File: config.mk
export PLATFORM = sky130hd
export DESIGN_NAME = muldiv_seq
export DESIGN_NICKNAME = d
export VERILOG_FILES = /design/src/rtl/rv32i_types.sv /design/src/rtl/muldiv_step.sv /design/src/rtl/muldiv_seq.sv
export SDC_FILE = /design/constraint.sdc
export NUM_CORES = 1
export LEC_CHECK = 0
export CORE_MARGIN = 2
export CORE_UTILIZATION = 55
export DETAILED_ROUTE_END_ITERATION = 10
export PLACE_DENSITY = 0.75
export SYNTH_ARGS = -nofsm -noshare
export SYNTH_HDL_FRONTEND = slang
export SYNTH_SLANG_ARGS = --single-unit
export TNS_END_PERCENT = 10
File: constraint.sdc
create_clock -name clk -period 11.4 [get_ports clk]
set_input_delay 3.42 -clock clk [delete_from_list [all_inputs] [get_ports clk]]
set_output_delay 3.42 -clock clk [all_outputs]
set_load 0.005 [all_outputs]
File: src/rtl/rv32i_types.sv
// rtl/rv32i_types.sv - shared RV32 execute-stage types for the M-extension sequencer
// Purpose: operation and FSM state encodings used by muldiv_seq and muldiv_step.
// Ports: none (package).
package rv32i_types;

    // Encoded exactly as the RV32M funct3 field.
    typedef enum logic [2:0] {
        OP_MUL    = 3'd0,
        OP_MULH   = 3'd1,
        OP_MULHSU = 3'd2,
        OP_MULHU  = 3'd3,
        OP_DIV    = 3'd4,
        OP_DIVU   = 3'd5,
        OP_REM    = 3'd6,
        OP_REMU   = 3'd7
    } muldiv_op_t;

    typedef enum logic [2:0] {
        ST_IDLE = 3'd0,
        ST_PREP = 3'd1,
        ST_ITER = 3'd2,
        ST_FIX  = 3'd3,
        ST_DONE = 3'd4
    } muldiv_state_t;

    // Loaded into the step counter in PREP; ITER runs last_step+1 cycles.
    localparam logic [4:0] LAST_STEP = 5'd31;

    // funct3[2] separates the divide family from the multiply family.
    function automatic logic is_div_op(input muldiv_op_t op);
        return op[2];
    endfunction

endpackage

File: src/rtl/muldiv_step.sv
// rtl/muldiv_step.sv - one radix-2 shift-add multiply or restoring-divide iteration
// Purpose: purely combinational single iteration shared by both operation families.
// Ports:
//   div_mode         1 = restoring divide step, 0 = shift-add multiply step
//   hi, lo           current {hi, lo} product or {r, q} remainder/quotient
//   operand          multiplicand (multiply) or divisor (divide)
//   hi_next, lo_next register values after this iteration
module muldiv_step
    import rv32i_types::*;
#(
    parameter int XLEN = 32
) (
    input  logic            div_mode,
    input  logic [XLEN-1:0] hi,
    input  logic [XLEN-1:0] lo,
    input  logic [XLEN-1:0] operand,
    output logic [XLEN-1:0] hi_next,
    output logic [XLEN-1:0] lo_next
);

    logic [XLEN:0] sum;
    logic [XLEN:0] rem_shift;
    logic [XLEN:0] diff;

    always_comb begin
        // Multiply: 33-bit add keeps the carry that shifts into hi[XLEN-1].
        sum       = {1'b0, hi} + (lo[0] ? {1'b0, operand} : {(XLEN+1){1'b0}});
        // Divide: {r, q} << 1, with the remainder widened so the trial
        // subtract sign bit is exact.
        rem_shift = {hi, lo[XLEN-1]};
        diff      = rem_shift - {1'b0, operand};

        hi_next = hi;
        lo_next = lo;
        if (div_mode) begin
            if (!diff[XLEN]) begin
                hi_next = diff[XLEN-1:0];
                lo_next = {lo[XLEN-2:0], 1'b1};
            end else begin
                hi_next = rem_shift[XLEN-1:0];
                lo_next = {lo[XLEN-2:0], 1'b0};
            end
        end else begin
            hi_next = sum[XLEN:1];
            lo_next = {sum[0], lo[XLEN-1:1]};
        end
    end

endmodule

File: src/rtl/muldiv_seq.sv
// rtl/muldiv_seq.sv - iterative RV32M multiply/divide sequencer with valid/ready handshakes
// Purpose: accepts one MUL..REMU op, runs 32 muldiv_step iterations, returns one result.
// Optional feature macro: MULDIV_EARLY_OUT_EN (zero-operand results issued one cycle
// after accept instead of after the full loop).
// Ports:
//   clk, rst                      clock, synchronous active-high reset
//   flush                         abort any in-flight operation, no response
//   req_valid/req_ready           request handshake; req_op (funct3), req_a, req_b
//   resp_valid/resp_ready         response handshake; resp_data result
module muldiv_seq
    import rv32i_types::*;
#(
    parameter int XLEN = 32
) (
    input  logic            clk,
    input  logic            rst,
    input  logic            flush,
    input  logic            req_valid,
    output logic            req_ready,
    input  logic [2:0]      req_op,
    input  logic [XLEN-1:0] req_a,
    input  logic [XLEN-1:0] req_b,
    output logic            resp_valid,
    input  logic            resp_ready,
    output logic [XLEN-1:0] resp_data
);

    muldiv_state_t   state;
    muldiv_op_t      op;
    logic [XLEN-1:0] a;
    logic [XLEN-1:0] b;      // raw rs2 at accept, then |b| (multiplicand/divisor)
    logic [XLEN-1:0] hi;     // product high half / remainder
    logic [XLEN-1:0] lo;     // product low half / quotient
    logic            neg;    // final result needs two's-complement negation
    logic [4:0]      count;

    logic [XLEN-1:0] hi_next;
    logic [XLEN-1:0] lo_next;

    logic            sign_a;
    logic            sign_b;
    logic            neg_prep;
    logic [XLEN-1:0] a_mag;
    logic [XLEN-1:0] b_mag;
    logic [XLEN-1:0] mul_hi_neg;
    logic [XLEN-1:0] fix_result;

    assign req_ready = (state == ST_IDLE) && !flush && !rst;

    muldiv_step #(.XLEN(XLEN)) u_step (
        .div_mode (is_div_op(op)),
        .hi       (hi),
        .lo       (lo),
        .operand  (b),
        .hi_next  (hi_next),
        .lo_next  (lo_next)
    );

    // Sign capture and magnitude conversion, consumed in PREP.
    always_comb begin
        sign_a   = a[XLEN-1] && (op == OP_MULH || op == OP_MULHSU ||
                                 op == OP_DIV  || op == OP_REM);
        sign_b   = b[XLEN-1] && (op == OP_MULH || op == OP_DIV || op == OP_REM);
        a_mag    = sign_a ? (~a + 1'b1) : a;
        b_mag    = sign_b ? (~b + 1'b1) : b;
        neg_prep = 1'b0;
        case (op)
            OP_MULH, OP_MULHSU: neg_prep = sign_a ^ sign_b;
            // A zero divisor keeps the all-ones quotient unsigned-looking.
            OP_DIV:             neg_prep = (sign_a ^ sign_b) && (b != '0);
            OP_REM:             neg_prep = sign_a;
            default:            neg_prep = 1'b0;
        endcase
    end

    // High half of -{hi, lo}: the +1 only carries into hi when lo is zero.
    always_comb begin
        mul_hi_neg = ~hi + {{(XLEN-1){1'b0}}, (lo == '0)};
        fix_result = lo;
        case (op)
            OP_MUL:                       fix_result = lo;
            OP_MULH, OP_MULHSU, OP_MULHU: fix_result = neg ? mul_hi_neg : hi;
            OP_DIV, OP_DIVU:              fix_result = neg ? (~lo + 1'b1) : lo;
            default:                      fix_result = neg ? (~hi + 1'b1) : hi;
        endcase
    end

`ifdef MULDIV_EARLY_OUT_EN
    logic            early_hit;
    logic [XLEN-1:0] early_result;

    // These are exactly what the full loop would produce for the same inputs.
    always_comb begin
        if (req_op[2]) begin
            early_hit    = (req_b == '0);
            early_result = req_op[1] ? req_a : {XLEN{1'b1}};
        end else begin
            early_hit    = (req_a == '0) || (req_b == '0);
            early_result = '0;
        end
    end
`endif

    always_ff @(posedge clk) begin
        if (rst) begin
            state      <= ST_IDLE;
            op         <= OP_MUL;
            a          <= '0;
            b          <= '0;
            hi         <= '0;
            lo         <= '0;
            neg        <= 1'b0;
            count      <= '0;
            resp_valid <= 1'b0;
            resp_data  <= '0;
        end else if (flush) begin
            state      <= ST_IDLE;
            resp_valid <= 1'b0;
        end else begin
            case (state)
                ST_IDLE: begin
                    if (req_valid) begin
                        op <= muldiv_op_t'(req_op);
                        a  <= req_a;
                        b  <= req_b;
`ifdef MULDIV_EARLY_OUT_EN
                        if (early_hit) begin
                            resp_data  <= early_result;
                            resp_valid <= 1'b1;
                            state      <= ST_DONE;
                        end else begin
                            state <= ST_PREP;
                        end
`else
                        state <= ST_PREP;
`endif
                    end
                end
                ST_PREP: begin
                    neg   <= neg_prep;
                    hi    <= '0;
                    lo    <= a_mag;
                    b     <= b_mag;
                    count <= LAST_STEP;
                    state <= ST_ITER;
                end
                ST_ITER: begin
                    hi <= hi_next;
                    lo <= lo_next;
                    if (count == '0) begin
                        state <= ST_FIX;
                    end else begin
                        count <= count - 1'b1;
                    end
                end
                ST_FIX: begin
                    resp_data  <= fix_result;
                    resp_valid <= 1'b1;
                    state      <= ST_DONE;
                end
                ST_DONE: begin
                    if (resp_ready) begin
                        resp_valid <= 1'b0;
                        state      <= ST_IDLE;
                    end
                end
                default: state <= ST_IDLE;
            endcase
        end
    end

endmodule

# == Yosys cells after proc, flatten, opt, wreduce, memory -nomap -nowiden ==
# Cells that the tools add are included.
# op_classes
n_addsub,8
eq_ne,15
muxes,24
bitwise,6
reduce_logical,32
# ops
cell,n
32-bit 2-to-1 mux,10
32-bit one-hot mux with 2 select lines,3
"32-bit by 1-bit adder with 32-bit output, second input constant",4
32-bit inverter,4
32-bit one-hot mux with 3 select lines,1
32-bit by 33-bit adder with 33-bit output,1
33-bit by 32-bit subtractor with 33-bit output,1
32-bit by 1-bit adder with 32-bit output,1
32-bit zero test,1
32-bit nonzero test,1
3-bit one-hot mux with 5 select lines,1
"3-bit by 2-bit equality test with 1-bit output, second input constant",4
"3-bit equality test, second input constant",4
"2-bit != test, second input constant",5
5-bit one-hot mux with 2 select lines,1
3-bit 2-to-1 mux,3
3-bit AND reduction,3
2-bit AND reduction,4
"3-bit by 1-bit equality test with 1-bit output, second input constant",2
3-bit zero test,2
2-bit nonzero test,3
2-bit OR reduction,3
1-bit logical AND,5
5-bit zero test,1
other kinds (11),17
# word_totals
ff_bits,173
out_inout_bits,34

# == Depth between registers and ports, before layout ==
# logic_depth
ltp_word,8
depth_mapped,18
ltp_nobuf,16

# == Hierarchy ==
# Synthesis repeated with hierarchy kept, for this count alone.
# hier_totals
hier_cells,2102
area_unflattened_um2,15278.4
# modules_own_cells
mod,n_inst,cells_each,area_per_inst_um2,seq_area_each_um2
muldiv_seq,1,1466,10835.4,3463.3
muldiv_step,1,636,4443.0,0.0

# == Worst setup path after synthesis ==
# No wires, ideal clock.
# synth_timing
path_kind,input to output
from,input flush
to,output req_ready
t_arrival_ns,4.143
required_time_ns,7.980
path_slack_ns,3.837
path_stages,5
cell_sequence,clkbuf_1 > clkbuf_1 > nor2_1 > nand2_1 > nor2_1
# synth_between
elab_chain_len,3
# synth_lines
element,line,text
"start, declared",muldiv_seq.sv:17,"input logic flush,"
1-bit zero test,muldiv_seq.sv:48,assign req_ready = (state == ST_IDLE) && !flush && !rst;
1-bit logical AND (2 in series),muldiv_seq.sv:48,
"end, declared",muldiv_seq.sv:19,"output logic req_ready,"
# Every way passes these cells.

# == Worst setup path after layout ==
# Same ends and word-level chain as after synthesis.

==> impl_metrics.json <==
{
  "status": "complete, no violations",
  "synth_nets": 2254,
  "grt_max_degree": 89,
  "antenna_cells": 0,
  "tns_ns": 0,
  "vias_per_cell": 6.49,
  "layout.nets": 2232,
  "grt_first_pass_wirelength_mm": 76.5,
  "final-seq-area_sq_um": 3470,
  "end_kind": "primary output",
  "synth_top_area_share_pct": 23.1,
  "cp.arrival_ns": 5.13,
  "clockBufferDepth": 2,
  "synth_edf_count": 0,
  "cap_violations": 0,
  "n_fill_cell": 2488,
  "path_class": "input port to primary output",
  "drt_iter0_markers": 1724,
  "final_util_pct": 61.8,
  "final_cells": 2440,
  "synth.most_common_cell": "a21oi_1",
  "die_w_um": 169,
  "avgSynthCellArea_sq_um": 7.10,
  "worstPathRequired_ns": 7.98,
  "core_sq_um": 26800,
  "worst_slew_pin_slew_ns": 1.25,
  "clk_latency_ns": 0.44,
  "vias": 15800,
  "ys_seq_elements": 173,
  "drt_wl_total_mm": 48.0,
  "synthFlopType": "dfxtp_1",
  "synth_area_sq_um": 15000,
  "die_h_um": 169,
  "drt-wirelength-per-cell_um": 19.7,
  "critPathLaunchType": "input port",
  "fin_crit_sh_pct": 75.0,
  "grt_usage_pct": 33.1,
  "cts_buffers": 17,
  "ios": 106,
  "num_rows": 60,
  "postRouteAntennaNets": 0,
  "p_clk_share_pct": 38.2,
  "rsz0062_at_grt": "no",
  "io_buffers": 105,
  "synthTopCellsByCount": "a21oi_1 (247), nor2_1 (245), nand2_1 (218)",
  "synth_seq_area_share_pct": 23.1,
  "peakVddDrop_mv": 0.0908,
  "synthTopCellsByArea": "dfxtp_1 (23%), a21oi_1 (8.3%), nor2_1 (6.1%), ha_1 (6.0%), nand2_1 (5.5%)",
  "max_freq_mhz": 117,
  "ctsResizeCount": 0,
  "clock_sinks": 173,
  "grt_antenna_before_repair": 0,
  "post_cts_buffers": 0,
  "cts_tree": "done",
  "holdCritPathClass": "flip-flop to flip-flop",
  "dpl.hpwl_mm": 34.6,
  "seqPwrFrac_pct": 40.3,
  "fin_worst_skew_ns": 0.0145,
  "pwr-share-comb_pct": 21.5,
  "area_growth_pct": 10.7,
  "switching_share_pct": 34.0,
  "p_leak_uw": 0.00650,
  "setup_viol": 0,
  "root_buffer": "clkbuf_16",
  "clkTransAtPathRegs_ns": 0.08,
  "critPathMaxFanout": 20,
  "cellPowerDensity_nw_per_um2": 96.7,
  "synth_warnings": 0,
  "multi_input_area_sq_um": 10600,
  "p_switching_uw": 545,
  "drv_slew": 0,
  "hold_viol_final": 0,
  "dieArea_sq_um": 28500,
  "drcViolationCount": 0,
  "grt_pass1_vias": 14200,
  "cell_internal_pwr_uw": 1060,
  "cts_hold_buf": 0,
  "dp_cells": 2408,
  "yosysTopAreaCell": "dfxtp_1",
  "grt-ovfl-total": 0,
  "firstDrtPassIters": 5,
  "drive_above_1_share_pct": 4.67,
  "htreeDepth": 4,
  "relSlewSlack_pct": 15.9,
  "synthCells": 2108,
  "async_flop_share_pct": 0,
  "start_util_pct": 55.8,
  "synth_cell_types": 85,
  "finalCriticalPeriod_ns": 8.55,
  "gp_congestion": 0.946
}
==> logic make-up (layout without fill, tap and decap cells) <==
logic type	after synthesis	in the layout	synth area share [%]
AOI/OAI and AO/OA	731	731	31.5
xor gates and xnor gates	135	135	7.90
adders and majority gates	74	74	6.29
buffers and inverters	222	213	6.00
DFF	173	173	23.1
muxes	20	20	1.35
and+or+nand+nor	753	753	23.8
==> flip-flops by register name, summed over array words and instances (netlist names) <==
signal / count
a: 32
b: 32
hi: 32
lo: 32
resp_data: 32
count: 5
op: 3
state: 3
neg: 1
resp_valid: 1
==> per-layer routing <==
layer,wire [um],up-vias,track usage (%)
met2,20700,708,49.5
met1,21800,7358,48.2
met4,1270,0,10.6
met5,0,-,0
met3,4280,89,5.61
li1,-,7674,-
==> placed cells by master, fill, tap and decap left out, types with 20 or more instances in the layout <==
cell type,Yosys,final
ha_1,72,72
a21oi_1,247,247
xor2_1,67,67
a211oi_1,74,74
a22oi_1,24,24
nor3_1,71,70
clkdlybuf4s50_1,0,104
o211ai_1,21,21
a21o_1,40,40
nor2b_1,38,38
xnor2_1,68,68
nand3_1,36,36
nand2b_1,22,22
dfxtp_1,173,171
o21ai_0,127,127
inv_1,56,56
o31ai_1,22,22
nand2_1,218,217
nor2_1,245,243
buf_4,3,20
==> power groups by stage <==
stage / Combinational, uW / Sequential, uW / Clock [uW]
6_report: 344 / 645 / 612
3_5_place_dp: 334 / 658 / 0
5_1_grt: 376 / 648 / 645
3_3_place_gp: 328 / 657 / 0
2_1_floorplan: 246 / 647 / 0
4_1_cts: 336 / 644 / 616
==> metrics by stage <==
stage	setup WS, ns	hold slack, ns	instance area (sq um)	power [uW]
after floorplan	3.84	0.448	15000	893
after global placement	2.87	0.444	15900	985
after detailed placement	2.86	0.447	15900	992
after CTS	2.85	0.460	16600	1600
final	2.85	0.455	16600	1600
after global routing	2.72	0.503	16600	1670
==> critical path: stages <==
cell             delay (ns)
clkdlybuf4s50_1        0.79
nor2_1                 0.23
nand2_1                0.08
nor2_1                 0.10
clkdlybuf4s50_1        0.51
==> final cells by class <==
cell class | count | share of cell area (%)
Clock buffer | 17 | 2.57
Clock inverter | 15 | 1.16
Inverter | 57 | 1.29
Multi-Input combinational cell | 1713 | 64.3
Sequential cell | 173 | 21.0
Tap cell | 341 | 2.58
Timing Repair Buffer | 124 | 7.20
==> final timing paths <==
kind                             startpoint                    endpoint  slack, ns  cells after the start
setup / recovery                      flush                   req_ready       2.85                      5
setup reg to reg         lo[7]$_SDFFE_PP0P_  resp_data[19]$_SDFFE_PP0P_       5.51                     14
hold reg to reg   resp_data[3]$_SDFFE_PP0P_   resp_data[3]$_SDFFE_PP0P_       0.45                      2
hold / removal    resp_data[3]$_SDFFE_PP0P_   resp_data[3]$_SDFFE_PP0P_       0.45                      2
Power figures use the tool's default switching activity.
